## config.mk

```make
export PLATFORM = sky130hd
export DESIGN_NAME = reg_scoreboard
export DESIGN_NICKNAME = d
export VERILOG_FILES = /design/src/rtl/reg_scoreboard_pkg.sv /design/src/rtl/reg_scoreboard_dec.sv /design/src/rtl/reg_scoreboard.sv
export SDC_FILE = /design/constraint.sdc
export NUM_CORES = 1
export LEC_CHECK = 0
export CAP_MARGIN = 30
export CORE_UTILIZATION = 30
export DETAILED_ROUTE_END_ITERATION = 10
export GPL_ROUTABILITY_DRIVEN = 0
export PLACE_DENSITY = 0.55
export SLEW_MARGIN = 20
export SYNTH_ARGS = -nofsm -noshare
export SYNTH_HDL_FRONTEND = slang
export SYNTH_HIERARCHICAL = 1
export SYNTH_SLANG_ARGS = --single-unit
```

## constraint.sdc

```tcl
create_clock -name clk -period 5.18 [get_ports clk]
set_input_delay 1.036 -clock clk [delete_from_list [all_inputs] [get_ports clk]]
set_output_delay 1.036 -clock clk [all_outputs]
set_load 0.03 [all_outputs]
```

## src/rtl/reg_scoreboard_pkg.sv

```systemverilog
// rtl/reg_scoreboard_pkg.sv - shared defaults and types for the register scoreboard
// Purpose: default index width, zero-register index and register index/vector types.
// Ports: none (package).
package reg_scoreboard_pkg;

  localparam int ADDR_W_DEF = 5;
  localparam int NREG_DEF   = 2**ADDR_W_DEF;
  localparam int ZR_IDX_DEF = NREG_DEF - 1;

  typedef logic [ADDR_W_DEF-1:0] reg_idx_t;
  typedef logic [NREG_DEF-1:0]   reg_vec_t;

endpackage

```

## src/rtl/reg_scoreboard_dec.sv

```systemverilog
// rtl/reg_scoreboard_dec.sv - N-to-2^N one-hot decoder with enable
// Purpose: purely combinational one-hot decode of i_sel, all-zero when i_en is low.
// Ports:
//   i_en     - decode enable
//   i_sel    - N-bit index
//   o_onehot - 2^N-bit one-hot result
module dec_n_en #(
  parameter int N = 5
) (
  input  logic            i_en,
  input  logic [N-1:0]    i_sel,
  output logic [2**N-1:0] o_onehot
);

  always_comb begin
    o_onehot = '0;
    if (i_en) o_onehot[i_sel] = 1'b1;
  end

endmodule

```

## src/rtl/reg_scoreboard.sv

```systemverilog
// rtl/reg_scoreboard.sv - register pending-write scoreboard with hazard detection
// Purpose: tracks one pending bit per architectural register between issue and
// writeback, flags operand stalls and keeps a registered population count.
// Ports:
//   clk, reset          - clock, synchronous active-high reset
//   set_en, set_addr    - issue of an instruction writing set_addr
//   clr_en, clr_addr    - writeback of clr_addr
//   rd_a, rd_b          - source operand indices
//   pending             - registered pending vector
//   hazard_a, hazard_b  - combinational stall flags per operand
//   count               - registered number of pending bits
//   full                - count equals NREG-1
module reg_scoreboard
  import reg_scoreboard_pkg::*;
#(
  parameter int ADDR_W = ADDR_W_DEF,
  parameter int NREG   = 2**ADDR_W,
  parameter int ZR_IDX = NREG - 1
) (
  input  logic              clk,
  input  logic              reset,
  input  logic              set_en,
  input  logic [ADDR_W-1:0] set_addr,
  input  logic              clr_en,
  input  logic [ADDR_W-1:0] clr_addr,
  input  logic [ADDR_W-1:0] rd_a,
  input  logic [ADDR_W-1:0] rd_b,
  output logic [NREG-1:0]   pending,
  output logic              hazard_a,
  output logic              hazard_b,
  output logic [ADDR_W:0]   count,
  output logic              full
);

  logic [2**ADDR_W-1:0] w_set_dec;
  logic [2**ADDR_W-1:0] w_clr_dec;
  logic [NREG-1:0]      w_mask;
  logic [NREG-1:0]      w_set;
  logic [NREG-1:0]      w_clr;
  logic [NREG-1:0]      w_next;
  logic                 w_inc;
  logic                 w_dec;
  logic [NREG-1:0]      r_pending;
  logic [ADDR_W:0]      r_count;

  dec_n_en #(.N(ADDR_W)) u_dec_set (
    .i_en     (set_en),
    .i_sel    (set_addr),
    .o_onehot (w_set_dec)
  );

  dec_n_en #(.N(ADDR_W)) u_dec_clr (
    .i_en     (clr_en),
    .i_sel    (clr_addr),
    .o_onehot (w_clr_dec)
  );

  // Zero register is never tracked; indices at or above NREG fall off the
  // top of the decoder output and are dropped by the truncation below.
  for (genvar g = 0; g < NREG; g++) begin : g_mask
    assign w_mask[g] = (g != ZR_IDX);
  end

  assign w_set  = w_set_dec[NREG-1:0] & w_mask;
  assign w_clr  = w_clr_dec[NREG-1:0] & w_mask;
  assign w_next = (r_pending & ~w_clr) | w_set;

  // Decoded vectors are one-hot, so at most one bit rises and one falls per cycle.
  // A set on an already-pending bit, or a clear overridden by set, is not a change.
  assign w_inc = |(w_set & ~r_pending);
  assign w_dec = |(w_clr & r_pending & ~w_set);

  always_ff @(posedge clk) begin
    if (reset) begin
      r_pending <= '0;
      r_count   <= '0;
    end else begin
      r_pending <= w_next;
      r_count   <= r_count + (ADDR_W+1)'(w_inc) - (ADDR_W+1)'(w_dec);
    end
  end

  // Same-cycle writeback of the operand releases the stall; a same-cycle
  // issue only shows up once it is registered.
  function automatic logic hz(input logic [NREG-1:0]   pv,
                              input logic [ADDR_W-1:0] rd,
                              input logic              cen,
                              input logic [ADDR_W-1:0] caddr);
    hz = 1'b0;
    if ((32'(rd) < NREG) && (32'(rd) != ZR_IDX))
      hz = pv[rd] & ~(cen && (caddr == rd));
  endfunction

  // Reset gating keeps stale pre-reset state from stalling or reporting full.
  assign hazard_a = ~reset & hz(r_pending, rd_a, clr_en, clr_addr);
  assign hazard_b = ~reset & hz(r_pending, rd_b, clr_en, clr_addr);
  assign full     = ~reset & (r_count == (ADDR_W+1)'(NREG - 1));

  assign pending = r_pending;
  assign count   = r_count;

endmodule

```

After elaboration in Yosys (flattened, before gate mapping)
Index checks and enable logic that the tools add are counted.
Storage, ports and cells
  bits in registers: 38
  input bits: 24
  output and inout port bits: 41
  logic and storage cells: 49
Cells by class
  add/sub/neg operators: 2
  order comparisons: 6
  equality and inequality tests: 5
  muxes and demuxes: 12
  bitwise logic cells: 16
  reductions and logical operators: 6
Operators with widths (number)
  31-bit by 32-bit AND with 32-bit output: 2
  32-bit AND: 2
  31-bit inverter with 32-bit output: 2
  32-bit OR reduction: 2
  31-bit two-way mux: 2
  32-bit inverter: 1
  32-bit by 31-bit bitwise OR with 32-bit output: 1
  5-bit by 6-bit < comparator with 1-bit output (second input constant): 4
  1-bit binary-select mux with 5-bit select: 2
  1-bit demux with 5-bit select: 2
  5-bit == test: 2
  5-bit by 1-bit greater-or-equal comparator with 1-bit output (second input constant): 2
  5-bit inequality test (second input constant): 2
  6-bit by 1-bit adder with 6-bit output: 1
  6-bit by 5-bit == test with 1-bit output (second input constant): 1
  1-bit two-way mux: 6
  6-bit by 1-bit subtractor with 6-bit output: 1
  1-bit AND: 5
  1-bit logical AND: 4
  1-bit inverter: 3

Depth between registers and ports, before layout
Gate-level depths: netlist (run 1).
  word-level depth: 9
  depth in mapped cells: 17
  depth with buffers taken out: 16

By module
The synthesis (run 1) kept the hierarchy.
Modules (own cells, without submodules)
  reg_scoreboard: instances 1, cells each 312, area an instance 2615.0 µm², sequential area each 740.7 µm²
  dec_n_en: instances 2, cells each 47, area an instance 230.2 µm², sequential area each 0.0 µm²

Worst setup path before layout (run 1)
OpenSTA, ideal clock, no wires.
  kind: input port to flip-flop
  from: input port set_addr[0]
  to: register r_count[4], in the netlist count[4]
  setup time: 0.128 ns
  arrival time: 3.643 ns
  data required time: 5.052 ns
  slack: 1.410 ns
  stages: 17
  path buffers: 1
  cells stage by stage: nand2b_1 > clkbuf_1 > nor2_1 > inv_1 > o22ai_1 > or4_1 > nor4_1 > and3_1 > ha_1 > inv_1 > ha_1 > fa_1 > a21oi_1 > nor2_1 > nor2_1 > xor2_1 > nor2_1
Between the ends
  cells in the longest elaborated chain, start to end: 9
  elaborated cells on any way between the ends: 13
  those cells by class: add/sub: 2; order compare: 2; mux: 3; bitwise: 3; reduce/logical: 3
RTL lines
  start: declaration: RTL line reg_scoreboard.sv:23  | input logic [ADDR_W-1:0] set_addr,
  5-bit by 6-bit < comparator with 1-bit output (not written as such) / 5-bit by 1-bit greater-or-equal comparator with 1-bit output (equally long branches): RTL line reg_scoreboard_dec.sv:17  | if (i_en) o_onehot[i_sel] = 1'b1;
  1-bit logical AND (not written as such): RTL line reg_scoreboard_dec.sv:17
  1-bit two-way mux (not written as such): RTL line reg_scoreboard_dec.sv:17
  1-bit demux with 5-bit select (*)
  31-bit two-way mux (*): RTL line reg_scoreboard_dec.sv:17
  via w_set_dec[2]: RTL line reg_scoreboard.sv:35  | logic [2**ADDR_W-1:0] w_set_dec;
  31-bit by 32-bit AND with 32-bit output / 31-bit inverter with 32-bit output (equally long branches): RTL line reg_scoreboard.sv:70, reg_scoreboard.sv:71
  32-bit OR reduction / 32-bit AND (equally long branches): RTL line reg_scoreboard.sv:70, reg_scoreboard.sv:71
  6-bit by 1-bit adder with 6-bit output / 32-bit OR reduction (equally long branches): RTL line reg_scoreboard.sv:79, reg_scoreboard.sv:71
  6-bit by 1-bit subtractor with 6-bit output (*): RTL line reg_scoreboard.sv:79  | r_count <= r_count + (ADDR_W+1)'(w_inc) - (ADDR_W+1)'(w_dec);
  end signal: assignment: RTL line reg_scoreboard.sv:79
  end: declaration: RTL line reg_scoreboard.sv:44  | logic [ADDR_W:0] r_count;
Mark *: on every way through the listed nets, which the timed path passes. The rest lies on a longest branch.
A chain may end at the register's enable or synchronous reset.

Final worst setup path (run 1)
  from: input port rd_a[0]
  to: output port hazard_a
Between the ends
  cells in the longest elaborated chain, start to end: 6
  elaborated cells on any way between the ends: 9
  those cells by class: eq/ne: 2; mux: 3; bitwise: 3; reduce/logical: 1
RTL lines
  start: declaration: RTL line reg_scoreboard.sv:26  | input logic [ADDR_W-1:0] rd_a,
  parallel branches: the longest is 4 deep, another holds 1-bit binary-select mux with 5-bit select
  1-bit two-way mux (*): RTL line reg_scoreboard.sv:90  | if ((32'(rd) < NREG) && (32'(rd) != ZR_IDX))
  1-bit AND (*): RTL line reg_scoreboard.sv:95  | assign hazard_a = ~reset & hz(r_pending, rd_a, clr_en, clr_addr);
  end: declaration: RTL line reg_scoreboard.sv:29  | output logic hazard_a,
Mark *: on every way between the ends. The select of a mux whose other input is x is not followed.

==> out/results.ini, run 1 <==
[run_status]
status=completed

[power]
clock_power_share_pct=26.0
p_switching_mw=0.293
powerDensity_nw_per_um2=215
combPwrFrac_pct=35.3
swShare_pct=35.0
p_leak_nw=1.30
intPower_mw=0.544
pwr-share-seq_pct=38.8
power.total_mw=0.836
irDropWorstVdd_v=0.000162

[flow_run]
max-cap-violations=0

[layout]
final_util_pct=39.4
fillers=1031
synthToLayoutAreaGrowth_pct=26.7
fin_nets=492
instances_no_fill=593
drive_above_1_share_pct=4.13
design_area_sq_um=3890
antenna_cells=0

[grt]
gr-usage-met2_pct=33.8
grt_use_total_pct=20.5
grt_pass1_vias=3113
use_met3_pct=2.58
antenna_found_initial=0
grt_max_degree=25
grt-ovfl-total=0
grt_pass1_wl_mm=16.2
met1_usage_pct=27.1
busiest_layer=met2

[drt]
wl_per_cell_um=18.0
drc=0
firstDrtPassIters=5
via_per_inst=5.56
drtIter0Drc=266
routed-via-count=3300
wirelength_mm=10.7
final_antenna_net_count=0

[die]
initial_core_util_pct=31.1
die_h_um=103
io_pins=65
rows=36
dieWidth_um=103
dieArea_sq_um=10600
coreArea_sq_um=9860

[min_path]
min_path_type=register to register
min_from=pending[23]

[clock_network]
cts_tree=yes
clk_pin_slew_ps=80
htreeDepth=2
cts_buffers=5
cts_buffer_depth=2
ctsResizeCount=0
cts_setup_buffers=0
ctsHoldBuffers=0
root_buffer=clkbuf_8
clock-sinks=37
clkLatencyLatePin_ps=280

[placement]
post-place-ws_ps=520
place_inst=585
hpwl_mm=8.38
post_dp_cell_area_sq_um=3790
io_buffers=63

[setup_path]
start_kind=input port
slowest_stage=clkdlybuf4s50_1
worstReg2RegStart=pending[10]
criticalPathCategory=input port to output port
cp.required_ps=4140
crit_path_frequent_cell=clkdlybuf4s50_1
startpoint=rd_a[0]
worstPathMaxFanout=10
arrival_ps=3520
end_kind=output port
cp_cell_sequence=clkdlybuf4s50_1, mux4_1, o22ai_1, a211oi_1, o21a_1, clkdlybuf4s50_1
slowest_delay_ps=770

[timing]
period_minus_slack_ps=4550
min_period_over_period_pct=87.9
timing.fmax_mhz=220
relSlewSlack_pct=65.1
whs_ps=553
tns_ps=0
tightest_slew_ps=521
finalWorstSetupSlack_ps=628
setup_viol=0
rsz0062_at_grt=no
slew_viol_final=0
skew_ps=4.07
hold_viol_final=0

[yosys]
yosysWarnings=6
avgSynthCellArea_sq_um=7.59
postSynthCellCount=404
syn-num-nets=437
synth_area_sq_um=3070

## area by class of cell
cell class | instances | area, sq um | share of cell area, %
sequential | 37 | 741 | 19.1
tap | 133 | 166 | 4.28
clock buffer | 6 | 82.6 | 2.12
clock inverter | 2 | 13.8 | 0.354
inverter | 39 | 146 | 3.77
timing repair buffer | 66 | 653 | 16.8
multi-input combinational | 310 | 2080 | 53.6
## flip-flops by register name, indices dropped and copies added, names as in the netlist
| register | cells |
|---|---|
| pending | 31 |
| count | 6 |
## worst max-delay path: cells and delay by family
family,cells,cell delay (ps)
AOI/OAI and AO/OA,3,460
muxes,1,650
buffers and inverters,2,1360
## power by group through the flow
stage	Combinational [mW]	Sequential, mW	Clock (mW)
2_1_floorplan	0.165	0.359	0
3_3_place_gp	0.291	0.330	0
3_5_place_dp	0.293	0.330	0
4_1_cts	0.295	0.324	0.224
5_1_grt	0.326	0.328	0.235
6_report	0.295	0.324	0.217
## cells in the final DEF (no fill, tap or decap), types with 4 or more instances in the layout
cell type and instances:
a21oi_1 33, nand4bb_1 6, nand4b_1 9, o22ai_1 31, nor4_1 8, nand2b_1 36
xnor2_1 4, clkbuf_8 6, clkdlybuf4s50_1 63, nor3b_1 6, nor2_1 72, nand2_1 30
or2_2 4, mux4_2 4, ha_1 8, inv_1 39, xor2_1 9, mux4_1 8
mux2i_1 8, dfxtp_1 37
## layer usage
layer,up-vias,part of all wire [%]
met5,-,0
met2,192,44
li1,1533,-
met3,26,7.9
met4,0,3.5
met1,1549,44
## path summary, 6_finish.rpt
kind,end,slack (ps),cells after the start
worst max-delay path,hazard_a,630,6
worst min-delay path,pending[23],550,2
worst max register to register,count[4],2030,13
worst min register to register,pending[23],550,2
(Power assumes the default switching activity.)
==> inputs of run 2 (changes only) <==
Settings changed: CORE_MARGIN from default to 2.
==> out/results.ini, run 2 (synthesis results as in run 1) <==
[die]
rows=36
dieArea_sq_um=11100
initial_core_util_pct=31.1
io_pins=65
die_h_um=105
coreArea_sq_um=9860
dieWidth_um=105

[setup_path]
cp.required_ps=4140
crit_path_end=hazard_b
criticalPathCategory=input port to output port
slowest_delay_ps=770
r2r_setup_slack_ps=2080
timing.rr.end=count[4]
worstReg2RegStart=pending[10]
slowest_stage=clkdlybuf4s50_1
cp_cell_sequence=clkdlybuf4s50_1, mux4_1, o22ai_1, a211oi_1, o21a_1, clkdlybuf4s50_1
arrival_ps=3570
start_kind=input port
worstPathMaxFanout=10
crit_path_frequent_cell=clkdlybuf4s50_1
end_kind=output port
startpoint=rd_b[0]
worst_r2r_path_depth=13

[power]
irDropWorstVdd_v=0.000194
powerDensity_nw_per_um2=226
p_leak_nw=1.32
power.total_mw=0.885

[clock_network]
clock-sinks=37
cts_buffer_depth=2
ctsHoldBuffers=0
ctsResizeCount=0
htreeDepth=2
cts_tree=yes
cts_buffers=5
clkLatencyLatePin_ps=300
root_buffer=clkbuf_8
clk_pin_slew_ps=70
cts_setup_buffers=0

[min_path]
min_path_type=register to register

[placement]
post_dp_cell_area_sq_um=3800
io_buffers=63
hpwl_mm=8.44
place_inst=586
post-place-ws_ps=473

[timing]
min_period_over_period_pct=89.0
timing.fmax_mhz=217
hold_viol_final=0
rsz0062_at_grt=no
period_minus_slack_ps=4610
relSlewSlack_pct=64.2
tns_ps=0
tightest_slew_ps=535
setup_viol=0
finalWorstSetupSlack_ps=572
slew_viol_final=0
whs_ps=549
skew_ps=5.62

[grt]
grt_pass1_wl_mm=16.8
grt_pass1_vias=3159
grt_use_total_pct=19.5
antenna_found_initial=0
grt_max_degree=29
grt-ovfl-total=0

[drt]
routed-via-count=3336
wl_per_cell_um=18.2
drtIter0Drc=311
final_antenna_net_count=0
via_per_inst=5.62
drc=0
wirelength_mm=10.8
firstDrtPassIters=5

[layout]
most-common-layout-cells=72 x nor2_1, 63 x clkdlybuf4s50_1, 39 x inv_1
final_util_pct=39.7
synthToLayoutAreaGrowth_pct=27.6
largest_reg_flops=31
fillers=999
instances_no_fill=594
antenna_cells=0
fin_nets=493
drive_above_1_share_pct=4.12
final_common_cell=nor2_1
design_area_sq_um=3920

[run_status]
status=completed

[flow_run]
max-cap-violations=0

run 2: changes by cell type in the layout (fill, tap and decap cells not counted), sizes merged:
cell and delta:
buf +1, clkinv -2, bufinv +1, clkbuf +1
run 2: power breakdown:
| group | internal (mW) | leakage, nW | switching [mW] |
|---|---|---|---|
| Clock | 0.157 | 0.0585 | 0.109 |
| Sequential | 0.303 | 0.300 | 0.0195 |
| Combinational | 0.133 | 0.957 | 0.163 |
run 2: worst max-delay path, delay by kind of cell:
kind / cells / cell delay, ps
buf+inv: 2 / 1360
mux: 1 / 670
compound gates: 3 / 500
run 2: how the worst min path moves through the flow:
stage	cells past startpoint	to	startpoint	slack, ps
3_5_place_dp	2	pending[5]	pending[5]	530
2_1_floorplan	2	pending[3]	pending[3]	630
5_1_grt	2	pending[9]	pending[9]	570
4_1_cts	2	pending[9]	pending[9]	550
6_report	2	pending[9]	pending[9]	550
3_3_place_gp	2	pending[9]	pending[9]	540
run 2: layer usage:
| layer | up-vias | part of all wire [%] | track usage (%) |
|---|---|---|---|
| met2 | 191 | 46 | 32.5 |
| met4 | 0 | 2.8 | 7.14 |
| li1 | 1544 | - | - |
| met5 | - | 0 | 0 |
| met3 | 24 | 8.4 | 3.62 |
| met1 | 1577 | 42 | 25.0 |
run 2: area by class of cell:
class / count / area, sq um / share of cell area [%]
multi-input cells: 310 / 2080 / 53.2
flip-flops and latches: 37 / 741 / 18.9
repair buffers: 67 / 661 / 16.9
well taps: 133 / 166 / 4.25
inverters: 39 / 146 / 3.74
clock buffers: 7 / 86.3 / 2.21
clock inverters: 1 / 30.0 / 0.767
==> inputs of run 3 (changes only) <==
Settings changed: CAP_MARGIN 30 to default, SLEW_MARGIN 20 to default.
==> results of run 3 <==
No change in the layout: final DEF, timing and power equal those of run 2.
==> patch (flow settings as in run 2) <==
Set the package constant `ADDR_W_DEF` to 4 (it was 5).
--- a/src/rtl/reg_scoreboard_pkg.sv
+++ b/src/rtl/reg_scoreboard_pkg.sv
@@ -3,7 +3,7 @@
 // Ports: none (package).
 package reg_scoreboard_pkg;
 
-  localparam int ADDR_W_DEF = 5;
+  localparam int ADDR_W_DEF = 4;
   localparam int NREG_DEF   = 2**ADDR_W_DEF;
   localparam int ZR_IDX_DEF = NREG_DEF - 1;
 
Interface: changed (6 resized); port bits go from 65 to 44. No check against the original RTL was run, so the function may have changed too.
==> patch against run 2 <==
  * Design area decreased by 43%
  * Sequential share of layout area decreased by 0.90 points
  * Sequential cell count decreased by 17
  * Die area decreased by 44%
  * Via count decreased by 49%
  * Non-clock buffer count decreased by 24
  * Total power decreased by 41%
  * Utilization increased by 1.2 points
  * Count of clock-buffer cells in the layout decreased by 4
  * Clock skew decreased by 0.0017 ns
  * Wire length decreased by 54%
  * Area after synthesis decreased by 45%
  * Setup slack improved by 0.36 ns
  * Critical endpoint is now count[4]$_SDFF_PP0_
  * Largest cell class unchanged
  * Highest routed layer unchanged
==> patch: results (changes against run 2) <==
{| class="wikitable"
! Metric !! Value
|-
| Slowest-stage cell, CP || sky130_fd_sc_hd__clkdlybuf4s50_1
|-
| Final std cells w/o fill || 332 (-44%)
|-
| Critical-path maximum fanout || 7 (-3)
|-
| Root buffer selected by CTS || sky130_fd_sc_hd__clkbuf_8
|-
| Iter 0 DRT Violations || 76 (-76%)
|-
| Clock skew after layout || 0.00388 ns (-0.00173 ns)
|-
| Post-Route WL || 4.94 mm (-54%)
|-
| Nets || 288 (-42%)
|-
| Cell type group with the largest total delay on the critical path || simple AND/OR/NAND/NOR gates
|-
| Max Root-Sink Buffers || 2 (unchanged)
|-
| Worst stage delay on the critical path || 0.60 ns (-0.17 ns)
|-
| DP Area || 2150 µm² (-43%)
|-
| YS warnings || 6 (unchanged)
|-
| Path class of the lowest-slack min-delay path || reg2reg
|-
| Synthesized netlist cell count || 222 (-45%)
|-
| Net count after synthesis || 249 (-43%)
|-
| Clock transition time at the flip-flop clock pins of the worst setup and hold paths || roughly 0.080 ns
|-
| Status || complete, no violations
|-
| Pin count of the biggest net entering global routing || 24 (-17%)
|-
| Post-CTS Resized || 0 (unchanged)
|-
| Maximum vdd ir drop || 0.121 mV (-38%)
|-
| Flip-flop count of the largest register after layout || 15 (-52%)
|-
| Number of diodes || 0 (unchanged)
|-
| Clock insertion delay at the later pin of the skew report || 0.26 ns (-0.04 ns)
|-
| Leakage Power || 0.734 nW (-44%)
|-
| Detailed-route vias per instance || 5.12 (-8.8%)
|-
| Clock buffer count from CTS || 3 (-2)
|-
| CP arrival || 4.43 ns (+0.86 ns)
|-
| Dpl hpwl || 3.72 mm (-56%)
|-
| Drc violations || 0 (unchanged)
|-
| Number of buffer cells added on primary ports || 42 (-33%)
|-
| Ratio of cells with drive above 1 in the final layout || 5.77% (+1.6 points)
|-
| First-pass GRT wire length || 7.91 mm (-53%)
|-
| Number of fillers in the final layout || 566 (-43%)
|-
| Antenna Violating Nets Remaining || 0 (unchanged)
|-
| Vias in the first global route || 1654 (-48%)
|-
| Buffer count from post-CTS setup fixing || 0 (unchanged)
|-
| Overall Global Routing Usage || 16.0% (-3.5 points)
|-
| First-pass DRT Iterations || 4 (-1)
|-
| Number of antenna violations at the first check in global routing || 0 (unchanged)
|-
| H-tree depth || 1 (-1)
|}
## patch: worst min-delay path, stage by stage, from the launching register on
cell                       delay (ns)
sky130_fd_sc_hd__dfxtp_1         0.36
sky130_fd_sc_hd__nand2b_1        0.09
sky130_fd_sc_hd__a21oi_1         0.06
## patch: cell type report
class | count | area [µm²] | area share [%]
Clock buffer | 3 | 41.3 | 1.86
Clock inverter | 1 | 30.0 | 1.35
Inverter | 22 | 82.6 | 3.72
Multi-Input combinational cell | 171 | 1150 | 51.7
Sequential cell | 20 | 400 | 18.0
Tap cell | 72 | 90.1 | 4.05
Timing Repair Buffer | 43 | 428 | 19.3
## patch: worst paths after layout
| path | cells after the start | to | start | slack, ns |
|---|---|---|---|---|
| max | 16 | count[4]$_SDFF_PP0_ | set_addr[0] | 0.94 |
| min | 2 | pending[4]$_SDFF_PP0_ | pending[4]$_SDFF_PP0_ | 0.55 |
| max reg2reg | 12 | count[4]$_SDFF_PP0_ | pending[13]$_SDFF_PP0_ | 2.21 |
| min reg2reg | 2 | pending[4]$_SDFF_PP0_ | pending[4]$_SDFF_PP0_ | 0.55 |
## patch: layer usage
metal,share of wire (%),GRT usage [%],up-vias
li1,-,-,851
met1,50,22.5,788
met2,43,25.4,53
met3,5.3,2.73,8
met4,1.1,4.21,0
met5,0,0,-
## patch: stage by stage
stage          setup slack (ns)  hold WS [ns]  total power, mW
2_1_floorplan              1.54         0.631            0.303
3_3_place_gp              0.777         0.543            0.371
3_5_place_dp              0.715         0.546            0.369
4_1_cts                   0.963         0.558            0.528
5_1_grt                   0.691         0.584            0.557
6_report                  0.936         0.548            0.527
## patch: report_power, final
group | switching (mW) | total, mW | internal, mW
clock network | 0.0574 | 0.161 | 0.103
logic | 0.0976 | 0.182 | 0.0846
registers | 0.0165 | 0.184 | 0.167
